$ cat config.mk
export PLATFORM = sky130hd
export DESIGN_NAME = multicycle_controller_flat
export DESIGN_NICKNAME = d
export VERILOG_FILES = /design/src/rtl/multicycle_controller_if.sv /design/src/rtl/multicycle_controller.sv /design/src/flat_wrapper.sv
export SDC_FILE = /design/constraint.sdc
export NUM_CORES = 1
export LEC_CHECK = 0
export ABC_AREA = 1
export ABC_CLOCK_PERIOD_IN_PS = 3100
export CAP_MARGIN = 5
export CORE_MARGIN = 4
export CORE_UTILIZATION = 43
export DETAILED_ROUTE_END_ITERATION = 16
export GPL_ROUTABILITY_DRIVEN = 1
export GPL_TIMING_DRIVEN = 0
export PLACE_DENSITY = 0.89
export SLEW_MARGIN = 30
export SYNTH_ARGS = -nofsm -noshare
export SYNTH_HDL_FRONTEND = slang
export SYNTH_SLANG_ARGS = --single-unit
$ cat constraint.sdc
create_clock -name clk -period 3.1 [get_ports clk]
set_input_delay 0.31 -clock clk [delete_from_list [all_inputs] [get_ports clk]]
set_output_delay 0.31 -clock clk [all_outputs]
set_load 0.05 [all_outputs]
$ cat src/rtl/multicycle_controller_if.sv
// -----------------------------------------------------------------------------
// multicycle_controller_if
// Bundles the control bus between the multicycle controller and the shared
// datapath / memory port.
//
// Signals (direction as seen from the controller, modport master):
//   op_code     in  7  opcode field of the instruction register
//   zero        in  1  ALU zero flag
//   mem_ready   in  1  memory accepted/completed the current request
//   mem_req     out 1  memory access request
//   mem_w       out 1  write qualifier for mem_req
//   adr_src     out 1  memory address mux (0 = PC, 1 = ALU result register)
//   ir_w        out 1  instruction register / old-PC register load
//   pc_w        out 1  PC load
//   reg_w       out 1  register file write
//   alu_src_a   out 2  ALU A mux (00 = PC, 01 = old PC, 10 = rs1)
//   alu_src_b   out 2  ALU B mux (00 = rs2, 01 = immediate, 10 = 4)
//   alu_op      out 2  ALU function class (00 add, 01 sub, 10 funct)
//   result_src  out 2  result mux (00 ALU reg, 01 mem data, 10 ALU direct)
//   imm_src     out 2  immediate format select
//   retire      out 1  final cycle of an instruction
//   trap        out 1  controller halted on an unsupported opcode
// The slave modport is the datapath/memory view of the same wires.
// -----------------------------------------------------------------------------
interface multicycle_controller_if;
  logic [6:0] op_code;
  logic       zero;
  logic       mem_ready;
  logic       mem_req;
  logic       mem_w;
  logic       adr_src;
  logic       ir_w;
  logic       pc_w;
  logic       reg_w;
  logic [1:0] alu_src_a;
  logic [1:0] alu_src_b;
  logic [1:0] alu_op;
  logic [1:0] result_src;
  logic [1:0] imm_src;
  logic       retire;
  logic       trap;

  modport master (
    input  op_code, zero, mem_ready,
    output mem_req, mem_w, adr_src, ir_w, pc_w, reg_w,
           alu_src_a, alu_src_b, alu_op, result_src, imm_src,
           retire, trap
  );

  modport slave (
    output op_code, zero, mem_ready,
    input  mem_req, mem_w, adr_src, ir_w, pc_w, reg_w,
           alu_src_a, alu_src_b, alu_op, result_src, imm_src,
           retire, trap
  );
endinterface

$ cat src/rtl/multicycle_controller.sv
// -----------------------------------------------------------------------------
// multicycle_controller
// Moore-style control FSM sequencing a multicycle RISC-V datapath that shares
// one memory port and one ALU across the cycles of each instruction. Supports
// LW, SW, BEQ, I_TYPE, R_TYPE and JAL; any other opcode parks the block in a
// trap state until reset.
//
// Ports:
//   clk    in  1  single clock, rising edge
//   rst_n  in  1  synchronous active-low reset
//   bus    multicycle_controller_if.master  opcode/flags in, controls out
// -----------------------------------------------------------------------------
module multicycle_controller (
  input  logic                           clk,
  input  logic                           rst_n,
  multicycle_controller_if.master        bus
);

  localparam logic [6:0] OP_LW     = 7'b0000011;
  localparam logic [6:0] OP_SW     = 7'b0100011;
  localparam logic [6:0] OP_BEQ    = 7'b1100011;
  localparam logic [6:0] OP_I_TYPE = 7'b0010011;
  localparam logic [6:0] OP_R_TYPE = 7'b0110011;
  localparam logic [6:0] OP_JAL    = 7'b1101111;

  typedef enum logic [3:0] {
    S_FETCH,
    S_DECODE,
    S_MEM_ADR,
    S_MEM_READ,
    S_MEM_WB,
    S_MEM_WRITE,
    S_EXEC_R,
    S_EXEC_I,
    S_ALU_WB,
    S_BEQ,
    S_JAL,
    S_TRAP
  } state_e;

  state_e state_q, state_d;

  logic       memReq, memW, adrSrc, irW, regW, retire, trap;
  logic       pcUpdate, branch, pcW;
  logic [1:0] aluSrcA, aluSrcB, aluOp, resultSrc, immSrc;

  // State register: reset is sampled on the clock edge and always restarts
  // at FETCH, which also abandons any instruction in flight.
  always_ff @(posedge clk) begin
    if (!rst_n) begin
      state_q <= S_FETCH;
    end else begin
      state_q <= state_d;
    end
  end

  // Next-state logic. The three memory-facing states hold until mem_ready;
  // every other state advances unconditionally.
  always_comb begin
    state_d = state_q;
    unique case (state_q)
      S_FETCH:     if (bus.mem_ready) state_d = S_DECODE;
      S_DECODE: begin
        case (bus.op_code)
          OP_LW, OP_SW: state_d = S_MEM_ADR;
          OP_R_TYPE:    state_d = S_EXEC_R;
          OP_I_TYPE:    state_d = S_EXEC_I;
          OP_BEQ:       state_d = S_BEQ;
          OP_JAL:       state_d = S_JAL;
          default:      state_d = S_TRAP;
        endcase
      end
      S_MEM_ADR: begin
        // op_code is held stable after DECODE, so only LW/SW can reach here;
        // anything else is treated as a corrupted instruction.
        if (bus.op_code == OP_LW)      state_d = S_MEM_READ;
        else if (bus.op_code == OP_SW) state_d = S_MEM_WRITE;
        else                           state_d = S_TRAP;
      end
      S_MEM_READ:  if (bus.mem_ready) state_d = S_MEM_WB;
      S_MEM_WB:    state_d = S_FETCH;
      S_MEM_WRITE: if (bus.mem_ready) state_d = S_FETCH;
      S_EXEC_R:    state_d = S_ALU_WB;
      S_EXEC_I:    state_d = S_ALU_WB;
      S_JAL:       state_d = S_ALU_WB;
      S_ALU_WB:    state_d = S_FETCH;
      S_BEQ:       state_d = S_FETCH;
      S_TRAP:      state_d = S_TRAP;
      default:     state_d = S_TRAP;
    endcase
  end

  // Output decode. Everything is gated by rst_n so the datapath sees no
  // strobes while reset is held, even before the state register has loaded.
  // The FETCH write strobes and the MEM_WRITE retire wait for mem_ready so
  // they fire only in the cycle the transfer actually completes.
  always_comb begin
    memReq    = 1'b0;
    memW      = 1'b0;
    adrSrc    = 1'b0;
    irW       = 1'b0;
    regW      = 1'b0;
    retire    = 1'b0;
    trap      = 1'b0;
    pcUpdate  = 1'b0;
    branch    = 1'b0;
    aluSrcA   = 2'b00;
    aluSrcB   = 2'b00;
    aluOp     = 2'b00;
    resultSrc = 2'b00;
    immSrc    = 2'b00;
    if (rst_n) begin
      case (bus.op_code)
        OP_SW:   immSrc = 2'b01;
        OP_BEQ:  immSrc = 2'b10;
        OP_JAL:  immSrc = 2'b11;
        default: immSrc = 2'b00;
      endcase
      unique case (state_q)
        S_FETCH: begin
          memReq    = 1'b1;
          aluSrcB   = 2'b10;
          resultSrc = 2'b10;
          irW       = bus.mem_ready;
          pcUpdate  = bus.mem_ready;
        end
        S_DECODE: begin
          // Precompute old PC + immediate as the branch/jump target.
          aluSrcA = 2'b01;
          aluSrcB = 2'b01;
        end
        S_MEM_ADR: begin
          aluSrcA = 2'b10;
          aluSrcB = 2'b01;
        end
        S_MEM_READ: begin
          memReq = 1'b1;
          adrSrc = 1'b1;
        end
        S_MEM_WB: begin
          resultSrc = 2'b01;
          regW      = 1'b1;
          retire    = 1'b1;
        end
        S_MEM_WRITE: begin
          memReq = 1'b1;
          memW   = 1'b1;
          adrSrc = 1'b1;
          retire = bus.mem_ready;
        end
        S_EXEC_R: begin
          aluSrcA = 2'b10;
          aluOp   = 2'b10;
        end
        S_EXEC_I: begin
          aluSrcA = 2'b10;
          aluSrcB = 2'b01;
          aluOp   = 2'b10;
        end
        S_JAL: begin
          // Jump target comes from the ALU output register (DECODE result)
          // while the ALU forms old PC + 4 for the link write in ALU_WB.
          aluSrcA  = 2'b01;
          aluSrcB  = 2'b10;
          pcUpdate = 1'b1;
        end
        S_ALU_WB: begin
          regW   = 1'b1;
          retire = 1'b1;
        end
        S_BEQ: begin
          aluSrcA = 2'b10;
          aluOp   = 2'b01;
          branch  = 1'b1;
          retire  = 1'b1;
        end
        S_TRAP: begin
          trap = 1'b1;
        end
        default: begin
          trap = 1'b1;
        end
      endcase
    end
  end

  assign pcW = pcUpdate | (branch & bus.zero);

  assign bus.mem_req    = memReq;
  assign bus.mem_w      = memW;
  assign bus.adr_src    = adrSrc;
  assign bus.ir_w       = irW;
  assign bus.pc_w       = pcW;
  assign bus.reg_w      = regW;
  assign bus.alu_src_a  = aluSrcA;
  assign bus.alu_src_b  = aluSrcB;
  assign bus.alu_op     = aluOp;
  assign bus.result_src = resultSrc;
  assign bus.imm_src    = immSrc;
  assign bus.retire     = retire;
  assign bus.trap       = trap;

endmodule
$ cat src/flat_wrapper.sv
// flat-port wrapper written by rule: the top's interface ports become plain ports
module multicycle_controller_flat 
  (clk, rst_n, bus_op_code, bus_zero, bus_mem_ready, bus_mem_req, bus_mem_w, bus_adr_src, bus_ir_w, bus_pc_w, bus_reg_w, bus_alu_src_a, bus_alu_src_b, bus_alu_op, bus_result_src, bus_imm_src, bus_retire, bus_trap);
  multicycle_controller_if bus_i ();
  input  logic clk;
  input  logic rst_n;
  input wire logic [$bits(bus_i.op_code)-1:0] bus_op_code;
  input wire logic [$bits(bus_i.zero)-1:0] bus_zero;
  input wire logic [$bits(bus_i.mem_ready)-1:0] bus_mem_ready;
  output wire logic [$bits(bus_i.mem_req)-1:0] bus_mem_req;
  output wire logic [$bits(bus_i.mem_w)-1:0] bus_mem_w;
  output wire logic [$bits(bus_i.adr_src)-1:0] bus_adr_src;
  output wire logic [$bits(bus_i.ir_w)-1:0] bus_ir_w;
  output wire logic [$bits(bus_i.pc_w)-1:0] bus_pc_w;
  output wire logic [$bits(bus_i.reg_w)-1:0] bus_reg_w;
  output wire logic [$bits(bus_i.alu_src_a)-1:0] bus_alu_src_a;
  output wire logic [$bits(bus_i.alu_src_b)-1:0] bus_alu_src_b;
  output wire logic [$bits(bus_i.alu_op)-1:0] bus_alu_op;
  output wire logic [$bits(bus_i.result_src)-1:0] bus_result_src;
  output wire logic [$bits(bus_i.imm_src)-1:0] bus_imm_src;
  output wire logic [$bits(bus_i.retire)-1:0] bus_retire;
  output wire logic [$bits(bus_i.trap)-1:0] bus_trap;
  assign bus_i.op_code = bus_op_code;
  assign bus_i.zero = bus_zero;
  assign bus_i.mem_ready = bus_mem_ready;
  assign bus_mem_req = bus_i.mem_req;
  assign bus_mem_w = bus_i.mem_w;
  assign bus_adr_src = bus_i.adr_src;
  assign bus_ir_w = bus_i.ir_w;
  assign bus_pc_w = bus_i.pc_w;
  assign bus_reg_w = bus_i.reg_w;
  assign bus_alu_src_a = bus_i.alu_src_a;
  assign bus_alu_src_b = bus_i.alu_src_b;
  assign bus_alu_op = bus_i.alu_op;
  assign bus_result_src = bus_i.result_src;
  assign bus_imm_src = bus_i.imm_src;
  assign bus_retire = bus_i.retire;
  assign bus_trap = bus_i.trap;
  multicycle_controller u_core (.clk(clk), .rst_n(rst_n), .bus(bus_i));
endmodule
==> impl_metrics.toml <==
[run_status]
status = "complete, no violations"

[finish]
reg_top3 = "u_core.state_q x4"
layout-drive-gt1-share = 0.166
area_growth_pct = 52.9
stdcell_count = 160
nets = 158
regMostFlops = "u_core.state_q"
fillers = 109
register_area_sq_um = 80.1
largest_register_ffs = 4
multi_input_area_sq_um = 438
antenna_cells = 0
post-route-util = 0.706

[global_routing]
grt_pass1_vias = 675
grt_antenna_before_repair = 0
grt_usage = 0.181
grt_pass1_wl_um = 2720
grt_overflow = 0
grt_start_max_net_pins = 11

[setup_path]
reg2reg_setup_slack_ns = 1.85
crit_path_start_kind = "input pin"
path_class = "input pin to output pin"
path_cells = "clkdlybuf4s50_1 > inv_2 > buf_1 > a21oi_1 > clkdlybuf4s50_1"
reg2regPathDepth = 6
crit_slowest_cell = "clkdlybuf4s50_1"
reg2reg_to = "u_core.state_q[0]$_SDFFE_PN0P_"
end_kind = "output pin"
required_ns = 2.79
cp_num_buf_inv = 4
crit_family = "buffers and inverters"
cp.arrival_ns = 2.28
crit_fanout = 10
max_stage_delay_ns = 0.83
cp_common_cell = "clkdlybuf4s50_1"
r2r-start = "u_core.state_q[1]$_SDFFE_PN0P_"

[pwr]
p_per_area_mw_per_mm2 = 897
p_leak_uw = 0.000430
ir_drop_v = 0.000584
totalPowerFinal_uw = 834

[yosys]
synth_seq_cells = 4
synthTopCellsByArea = "nand2_1, dfxtp_1, inv_1"
ys_types = 20
synth_top_family_by_area = "simple AND/OR/NAND/NOR gates"
syn_inst = 114
synth.top_cell.area_share = 0.173
synth_top_area_cell = "nand2_1"
syn-num-nets = 125
avgSynthCellArea_sq_um = 5.33
synth-simple-area-share = 0.553
synth_xor_xnor_area_share = 0
yosysWarnings = 0
synth_mux_area_frac = 0
syn_area_sq_um = 608
ys_seq_area_frac = 0.132
synth_fa_ha_area_frac = 0
synth-compound-area-share = 0.167

[sta]
timing.final.ws_setup_ns = 0.509
drv_slew = 0
worstMarginPinSlew_ns = 0.515
fin_skew_ns = 0.000517
worst_slew_margin_rel = 0.656
hold_viol_final = 0
fin_crit_sh = 0.836
fmax_ghz = 0.386
fin_tns_setup_ns = 0
finalCriticalPeriod_ns = 2.59
rsz0062_at_grt = "no"
finalSetupViolations = 0

[die]
rows = 13
core-area_sq_mm = 0.00132
die_y_um = 45.6
die_width_um = 45.6
io-pin-count = 29
start_util = 0.462
die_area_sq_mm = 0.00208

[hold_path]
min-delay-path-class = "flip-flop to flip-flop"
min_to = "u_core.state_q[1]$_SDFFE_PN0P_"
min-delay-start = "u_core.state_q[1]$_SDFFE_PN0P_"
holdPathStages = 2

[placed_design]
dp_cells = 157
pre_cts_ws_ns = 0.509
gp_congestion = 0.926
io_buffers = 28
hpwl_um = 1520

[cts]
post_cts_buffers = 0
root_buffer = "clkbuf_4"
cts.clk_slew.worst_paths_ns = 0.04
clock_sinks = 4
post_cts_resized = 0
cts-hold-fix-buffers = 0
cts_tree = "yes"
cts_made_buffers = 3
clk_latency_ns = 0.24
h-tree-depth = 1
clock_path_buffers = 2

[route]
wl_per_cell_um = 10.8
drc = 0
first_pass_iters = 4
vias_per_cell = 4.93
routed_wirelength_um = 1730
vias = 788
ant_nets = 0
drt_iter0_drc = 19

[flow_run]
max_cap_viol_count = 0
[cell usage in the layout, fill, tap and decap left out]
cell	count
a21oi_1	10
a21oi_2	1
buf_1	1
clkbuf_4	3
clkdlybuf4s50_1	28
dfxtp_1	4
inv_1	19
inv_2	4
nand2_1	28
nand2_2	4
nand2_4	1
nand3_1	1
nand3_2	2
nand4_1	1
nor2_1	18
nor2_2	5
nor2_4	3
nor3_1	3
nor3_4	1
o21ai_0	4
o21ai_1	3
o31ai_1	1
[cell families (layout without fill, tap and decap cells)]
logic type / Yosys count / in the layout
simple gates: 67 / 67
buf+inv: 24 / 55
flops: 4 / 4
compound gates: 19 / 19
[layer usage]
layer / up-vias / GRT usage / part of all wire
li1: 411 / - / -
met1: 359 / 0.224 / 0.42
met4: 0 / 0.105 / 0.016
met3: 3 / 0.0237 / 0.041
met2: 15 / 0.295 / 0.52
met5: - / 0 / 0
[layout make-up]
cell class / count / area share
multi-input cells: 86 / 0.471
repair buffers: 28 / 0.301
inverters: 23 / 0.0929
flip-flops and latches: 4 / 0.0861
clock buffers: 3 / 0.0242
well taps: 15 / 0.0202
plain buffers: 1 / 0.00404
[where the power goes]
| part | total (uW) | switching (uW) | internal [uW] | leakage (uW) |
|---|---|---|---|---|
| combinational | 667 | 453 | 214 | 0.000383 |
| clock | 64.7 | 21.4 | 43.3 | 0.0000138 |
| sequential | 102 | 29.3 | 72.7 | 0.0000329 |
[metrics by stage]
stage / area, sq um / hold slack (ns)
final: 930 / 0.621
after global routing: 930 / 0.637
after CTS: 930 / 0.612
after detailed placement: 907 / 0.605
after global placement: 907 / 0.595
after floorplan: 608 / 0.408
[cells in the mapped netlist]
| cell | number |
|---|---|
| nor2_4 | 3 |
| nand3_1 | 1 |
| o21ai_0 | 4 |
| buf_1 | 1 |
| nand3_2 | 2 |
| nor2_2 | 5 |
| nor3_1 | 3 |
| a21oi_1 | 10 |
| nand4_1 | 1 |
| inv_2 | 4 |
| o21ai_1 | 3 |
| o31ai_1 | 1 |
| nor2_1 | 18 |
| dfxtp_1 | 4 |
| a21oi_2 | 1 |
| nand2_1 | 28 |
| nand2_2 | 4 |
| nand2_4 | 1 |
| nor3_4 | 1 |
| inv_1 | 19 |
[worst max-delay path by stage]
stage	startpoint	endpoint	cells past startpoint	slack (ns)
floorplan	u_core.state_q[3]$_SDFFE_PN0P_	bus_pc_w	7	0.70
global placement	rst_n	bus_imm_src[1]	5	0.54
detailed placement	rst_n	bus_pc_w	8	0.51
CTS	rst_n	bus_pc_w	8	0.51
global route	rst_n	bus_pc_w	8	0.36
finish	rst_n	bus_alu_src_b[1]	5	0.51
[worst register-to-register path: stages, from the launching register on]
cell and delay [ns]:
dfxtp_1 0.37, nand2_1 0.13, inv_2 0.05, o21ai_1 0.26, o21ai_0 0.15, nor2_1 0.12, a21oi_1 0.06
Note: power is estimated with default switching activity, not from simulation.
